===== src/rtl/gpio_pkg.sv =====
// Shared constants for the GPIO aux interrupt controller:
// register word indices, handshake FSM states, default width.
package gpio_pkg;

   localparam int DEF_WIDTH = 32;

   localparam logic [2:0] A_IEN   = 3'd0;
   localparam logic [2:0] A_ITYPE = 3'd1;
   localparam logic [2:0] A_IPOL  = 3'd2;
   localparam logic [2:0] A_IBOTH = 3'd3;
   localparam logic [2:0] A_ISTAT = 3'd4;
   localparam logic [2:0] A_IMASK = 3'd5;
   localparam logic [2:0] A_RAW   = 3'd6;

   typedef enum logic {
      IDLE = 1'b0,
      ACK  = 1'b1
   } reg_state_e;

endpackage


===== src/rtl/gpio_aux_evt_gen.sv =====
// Per-pin event qualifier: edge or level detection with polarity
// and both-edge select; edge events are suppressed while priming.
module gpio_aux_evt_gen
   import gpio_pkg::*;
#(
   parameter int WIDTH = DEF_WIDTH
) (
   input  logic [WIDTH-1:0] aux_i,
   input  logic [WIDTH-1:0] aux_q,
   input  logic [WIDTH-1:0] itype,
   input  logic [WIDTH-1:0] ipol,
   input  logic [WIDTH-1:0] iboth,
   input  logic             prime,
   output logic [WIDTH-1:0] evt
);

   logic [WIDTH-1:0] rise;
   logic [WIDTH-1:0] fall;
   logic [WIDTH-1:0] edge_evt;
   logic [WIDTH-1:0] lvl_evt;

   // Combine edge and level events per pin according to ITYPE
   always_comb begin
      rise     = aux_i & ~aux_q;
      fall     = ~aux_i & aux_q;
      edge_evt = (iboth & (rise | fall))
               | (~iboth & ((ipol & rise) | (~ipol & fall)));
      if (prime) edge_evt = '0;
      lvl_evt  = ~(aux_i ^ ipol);
      evt      = (itype & edge_evt) | (~itype & lvl_evt);
   end

endmodule


===== src/rtl/gpio_aux_irq_ctrl.sv =====
// GPIO aux interrupt controller: config registers, sticky status,
// register handshake FSM and the registered irq output.
module gpio_aux_irq_ctrl
   import gpio_pkg::*;
#(
   parameter int WIDTH = DEF_WIDTH
) (
   input  logic             sys_clk,
   input  logic             sys_rst_n,
   input  logic [WIDTH-1:0] aux_i,
   input  logic             reg_sel,
   input  logic             reg_we,
   input  logic [2:0]       reg_addr,
   input  logic [31:0]      reg_wdata,
   output logic [31:0]      reg_rdata,
   output logic             reg_ack,
   output logic             irq
);

   logic [WIDTH-1:0] ien;
   logic [WIDTH-1:0] itype;
   logic [WIDTH-1:0] ipol;
   logic [WIDTH-1:0] iboth;
   logic [WIDTH-1:0] istat;
   logic [WIDTH-1:0] istat_d;
   logic [WIDTH-1:0] aux_q;
   logic [WIDTH-1:0] evt;
   logic [WIDTH-1:0] wr_w;
   logic [WIDTH-1:0] w1c;
   logic             prime;
   logic             acc;
   logic             wr;
   logic [31:0]      rd_word;
   reg_state_e       state_q;
   reg_state_e       state_d;

   assign wr_w    = reg_wdata[WIDTH-1:0];
   assign wr      = acc & reg_we;
   assign reg_ack = (state_q == ACK);

   gpio_aux_evt_gen #(
      .WIDTH (WIDTH)
   ) u_evt (
      .aux_i (aux_i),
      .aux_q (aux_q),
      .itype (itype),
      .ipol  (ipol),
      .iboth (iboth),
      .prime (prime),
      .evt   (evt)
   );

   // Handshake state register
   always_ff @(posedge sys_clk or negedge sys_rst_n) begin
      if (!sys_rst_n) state_q <= IDLE;
      else            state_q <= state_d;
   end

   // Accept one access in IDLE, then spend one cycle in ACK
   always_comb begin
      state_d = state_q;
      acc     = 1'b0;
      case (state_q)
         IDLE: begin
            if (reg_sel) begin
               acc     = 1'b1;
               state_d = ACK;
            end
         end
         default: state_d = IDLE;
      endcase
   end

   // Read mux, zero-extended to the 32-bit bus
   always_comb begin
      rd_word = '0;
      case (reg_addr)
         A_IEN:   rd_word[WIDTH-1:0] = ien;
         A_ITYPE: rd_word[WIDTH-1:0] = itype;
         A_IPOL:  rd_word[WIDTH-1:0] = ipol;
         A_IBOTH: rd_word[WIDTH-1:0] = iboth;
         A_ISTAT: rd_word[WIDTH-1:0] = istat;
         A_IMASK: rd_word[WIDTH-1:0] = istat & ien;
         A_RAW:   rd_word[WIDTH-1:0] = aux_i;
         default: rd_word = '0;
      endcase
   end

   // Status next value: W1C first, then enabled events (set wins)
   always_comb begin
      w1c     = (wr && reg_addr == A_ISTAT) ? wr_w : '0;
      istat_d = (istat & ~w1c) | (evt & ien);
   end

   // Configuration registers
   always_ff @(posedge sys_clk or negedge sys_rst_n) begin
      if (!sys_rst_n) begin
         ien   <= '0;
         itype <= '0;
         ipol  <= '0;
         iboth <= '0;
      end else if (wr) begin
         case (reg_addr)
            A_IEN:   ien   <= wr_w;
            A_ITYPE: itype <= wr_w;
            A_IPOL:  ipol  <= wr_w;
            A_IBOTH: iboth <= wr_w;
            default: ;
         endcase
      end
   end

   // Sticky status, input history, priming, irq and read data
   always_ff @(posedge sys_clk or negedge sys_rst_n) begin
      if (!sys_rst_n) begin
         istat     <= '0;
         aux_q     <= '0;
         prime     <= 1'b1;
         irq       <= 1'b0;
         reg_rdata <= '0;
      end else begin
         istat <= istat_d;
         aux_q <= aux_i;
         prime <= 1'b0;
         irq   <= |(istat & ien);
         if (acc) reg_rdata <= reg_we ? 32'd0 : rd_word;
      end
   end

endmodule


===== config.mk =====
export PLATFORM = sky130hd
export DESIGN_NAME = gpio_aux_irq_ctrl
export DESIGN_NICKNAME = d
export VERILOG_FILES = /design/src/rtl/gpio_pkg.sv /design/src/rtl/gpio_aux_evt_gen.sv /design/src/rtl/gpio_aux_irq_ctrl.sv
export SDC_FILE = /design/constraint.sdc
export NUM_CORES = 1
export LEC_CHECK = 0
export ABC_AREA = 1
export CAP_MARGIN = 10
export CELL_PAD_IN_SITES_DETAIL_PLACEMENT = 1
export CELL_PAD_IN_SITES_GLOBAL_PLACEMENT = 2
export CORE_MARGIN = 1.5
export CORE_UTILIZATION = 36
export DETAILED_ROUTE_END_ITERATION = 12
export GPL_TIMING_DRIVEN = 0
export HOLD_SLACK_MARGIN = 0.08
export PLACE_DENSITY_LB_ADDON = 0.12
export SKIP_LAST_GASP = 1
export SLEW_MARGIN = 15
export SYNTH_ARGS = -nofsm -noshare
export SYNTH_HDL_FRONTEND = slang
export SYNTH_HIERARCHICAL = 1
export SYNTH_SLANG_ARGS = --single-unit

===== constraint.sdc =====
create_clock -name sys_clk -period 2.5 [get_ports sys_clk]
set_input_delay 0.25 -clock sys_clk [delete_from_list [all_inputs] [get_ports sys_clk]]
set_output_delay 0.25 -clock sys_clk [all_outputs]
set_load 0.01 [all_outputs]

==> flow_metrics.py <==
metrics = {
    "outcome": {
        "outcome": "finished clean",
    },
    "detailed_routing": {
        "first_iter_violations": 788,
        "route.met2.wl_mm": 25.1,
        "vias": 13401,
        "drt_first_pass_iters": 5,
        "remaining_drc_errors": 0,
        "m1WireLength_mm": 24.5,
        "via_per_inst": 5.27,
        "wl_met3_mm": 2.76,
        "ant_nets": 0,
        "post_drt_wl_per_cell_um": 21.1,
        "drt-total-wl_mm": 53.8,
        "top_layer": "met4",
    },
    "critical_path": {
        "crit_arrival_ns": 2.74,
        "path_delay_family": "buffers and inverters",
        "slowest_delay_ns": 0.55,
        "crit_type": "reg -> reg",
        "crit_path_frequent_cell": "nand2_1",
        "crit_slowest_cell": "a31oi_1",
        "end_kind": "flip-flop",
        "path_cells": "inv_1 -> nand2_2 -> inv_1 -> nand2_1 -> a31oi_1 -> buf_2 -> nand2_1 -> nand2_1",
        "crit_fanout": 10,
        "required_ns": 3.00,
        "worstSetupStartpointType": "flip-flop",
        "worst-path-buf-inv": 3,
    },
    "layout": {
        "fillCellCount": 4710,
        "area_delta_synth_final_pct": 19.2,
        "utilization": 0.437,
        "drive_gt1_frac": 0.0607,
        "diodes": 0,
        "finalNetCount": 2190,
        "design_area_um2": 16100,
    },
    "power": {
        "peakVddDrop_v": 0.000589,
        "power_leakage_uw": 0.00856,
        "p_per_area_nw_per_um2": 739,
    },
    "clocking": {
        "cts_resized": 0,
        "cts-root-buf": "clkbuf_16",
        "numCtsBuffers": 29,
        "clock_latency_ns": 0.57,
        "holdBufCountCts": 1,
        "cts_tree": "done",
        "cts_max_level": 1,
        "cts.sinks": 227,
        "cts_max_path_buffers": 3,
        "cts_setup_buffers": 0,
        "clk_pin_slew_ns": 0.06,
    },
    "logic_synthesis": {
        "yosysTopAreaCell": "dfrtp_1",
        "yosys_warnings": 6,
        "yosysMostFrequentCell": "nand2_1",
        "syn_inst": 1919,
        "synth_area_per_cell_um2": 7.03,
        "syn_area_um2": 13500,
        "synth_commonest_cells": "706 x nand2_1, 242 x inv_1, 226 x dfrtp_1",
        "synth_fp_nets": 2054,
        "ys.flop_type": "dfrtp_1",
        "yosys_register_bits": 227,
        "synth-seq-area-share": 0.421,
        "synth.area.top_cells": "dfrtp_1 42%, nand2_1 20%, inv_1 6.7%",
        "synthArstFlopShare": 1.00,
        "synth_top_area_share": 0.419,
        "synth_cell_types": 26,
        "synth-edff-count": 0,
    },
    "die": {
        "die_width_um": 197,
        "start_util": 0.367,
        "io-pin-count": 105,
        "die-area_um2": 38700,
        "std_cell_rows": 70,
        "core_area_um2": 36800,
        "die_h_um": 197,
    },
    "placed_design": {
        "place_congestion": 0.856,
        "placed_area_um2": 15200,
        "dp_slack_ns": 0.0145,
        "dpl.hpwl_mm": 37.0,
        "port_buffers": 102,
    },
    "timing": {
        "worst_slew_pin_slew_ns": 1.01,
        "relSlewSlack": 0.325,
        "fin_crit_sh": 0.895,
        "rsz0062_at_grt": "false",
        "final-max-slew-violation-count": 0,
        "fin_ws_ns": 0.264,
        "hold_violations": 0,
        "setup_viol": 0,
        "max_freq_mhz": 447,
        "fin_crit_ns": 2.24,
        "skew_ns": 0.0117,
    },
    "global_routing": {
        "grt_max_degree": 99,
        "overflow": 0,
        "grt_antenna_before_repair": 0,
        "grt_pass1_wl_mm": 82.7,
        "grt_use_total": 0.283,
        "grt_pass1_vias": 13781,
    },
    "run": {
        "maxCapViolations": 0,
    },
    "min_path": {
        "hp-class": "in -> async",
    },
}
-- report_power, final --
part           internal, µW  switching [µW]  total [µW]
Sequential             4350             743        5090
Combinational          1030            1680        2700
Clock                  2370            1730        4090
Total                  7740            4150       11900
-- layout by cell type (no fill, tap or decap), drive strengths merged --
master and instances:
a31oi 1, nand2 709, conb 1, ha 64, o21ai 160, dlygate4sd3 1, inv 261, clkinv 5
clkbuf 82, clkinvlp 1, nand3 131, dfrtp 226, nor2 135, buf 59, clkdlybuf4s50 101, a21oi 32
dfstp 1, nand4 107
-- layer usage --
| layer | track usage | up-vias |
|---|---|---|
| met5 | 0 | - |
| met4 | 0.0786 | 0 |
| met3 | 0.0342 | 99 |
| met2 | 0.476 | 343 |
| met1 | 0.386 | 6641 |
| li1 | - | 6318 |
-- path summary, 6_finish.rpt --
check / to / depth (start not counted) / slack [ns] / startpoint
max: reg_rdata[21] / 8 / 0.26 / reg_ack
min: aux_q[2] / 2 / 0.17 / sys_rst_n
max reg2reg: reg_rdata[21] / 8 / 0.26 / reg_ack
min reg2reg: reg_rdata[7] / 2 / 0.47 / reg_rdata[7]
max in group asynchronous: aux_q[18] / 4 / 1.05 / sys_rst_n
min in group sys_clk: aux_q[10] / 1 / 0.24 / aux_i[10]
-- through the flow --
stage / instances / TNS, ns / power, µW / hold slack (ns)
2_1_floorplan: 1919 / 0 / 6600 / -0.0456
3_3_place_gp: 2489 / -2075.55 / 7690 / 0.462
4_1_cts: 2545 / 0 / 12000 / 0.170
5_1_grt: 2545 / 0 / 12600 / 0.200
6_report: 2545 / 0 / 11900 / 0.173
3_5_place_dp: 2491 / 0 / 7820 / 0.187
-- state kept, by name, indices dropped and copies added (netlist names) --
register / cells
aux_q: 32
iboth: 32
ien: 32
ipol: 32
irq: 1
istat: 32
itype: 32
prime: 1
reg_ack: 1
reg_rdata: 32
-- cell type report --
| type | count | area [µm²] | area share |
|---|---|---|---|
| Multi-Input combinational cell | 1340 | 6350 | 0.395 |
| Clock buffer | 46 | 870 | 0.0541 |
| Inverter | 260 | 978 | 0.0608 |
| Timing Repair Buffer | 105 | 1090 | 0.0678 |
| Tap cell | 468 | 586 | 0.0364 |
| Clock inverter | 7 | 41.3 | 0.00257 |
| Buffer | 92 | 485 | 0.0302 |
| Sequential cell | 227 | 5680 | 0.353 |
-- kinds of logic after synthesis --
family | count (synthesis) | synth area share
simple gates | 1082 | 0.339
buf+inv | 352 | 0.108
flops | 227 | 0.421
compound gates | 193 | 0.0717
fa+ha+maj | 64 | 0.0593
other cells | 1 | 0.000278
-- worst reg2reg max path, delay by kind of cell, from the launching register on --
family / cells / cell delay, ns
simple gates: 4 / 0.57
buf+inv: 3 / 0.69
compound gates: 1 / 0.55
flops: 1 / 0.38
No activity file was read; power rests on OpenSTA's default activity.
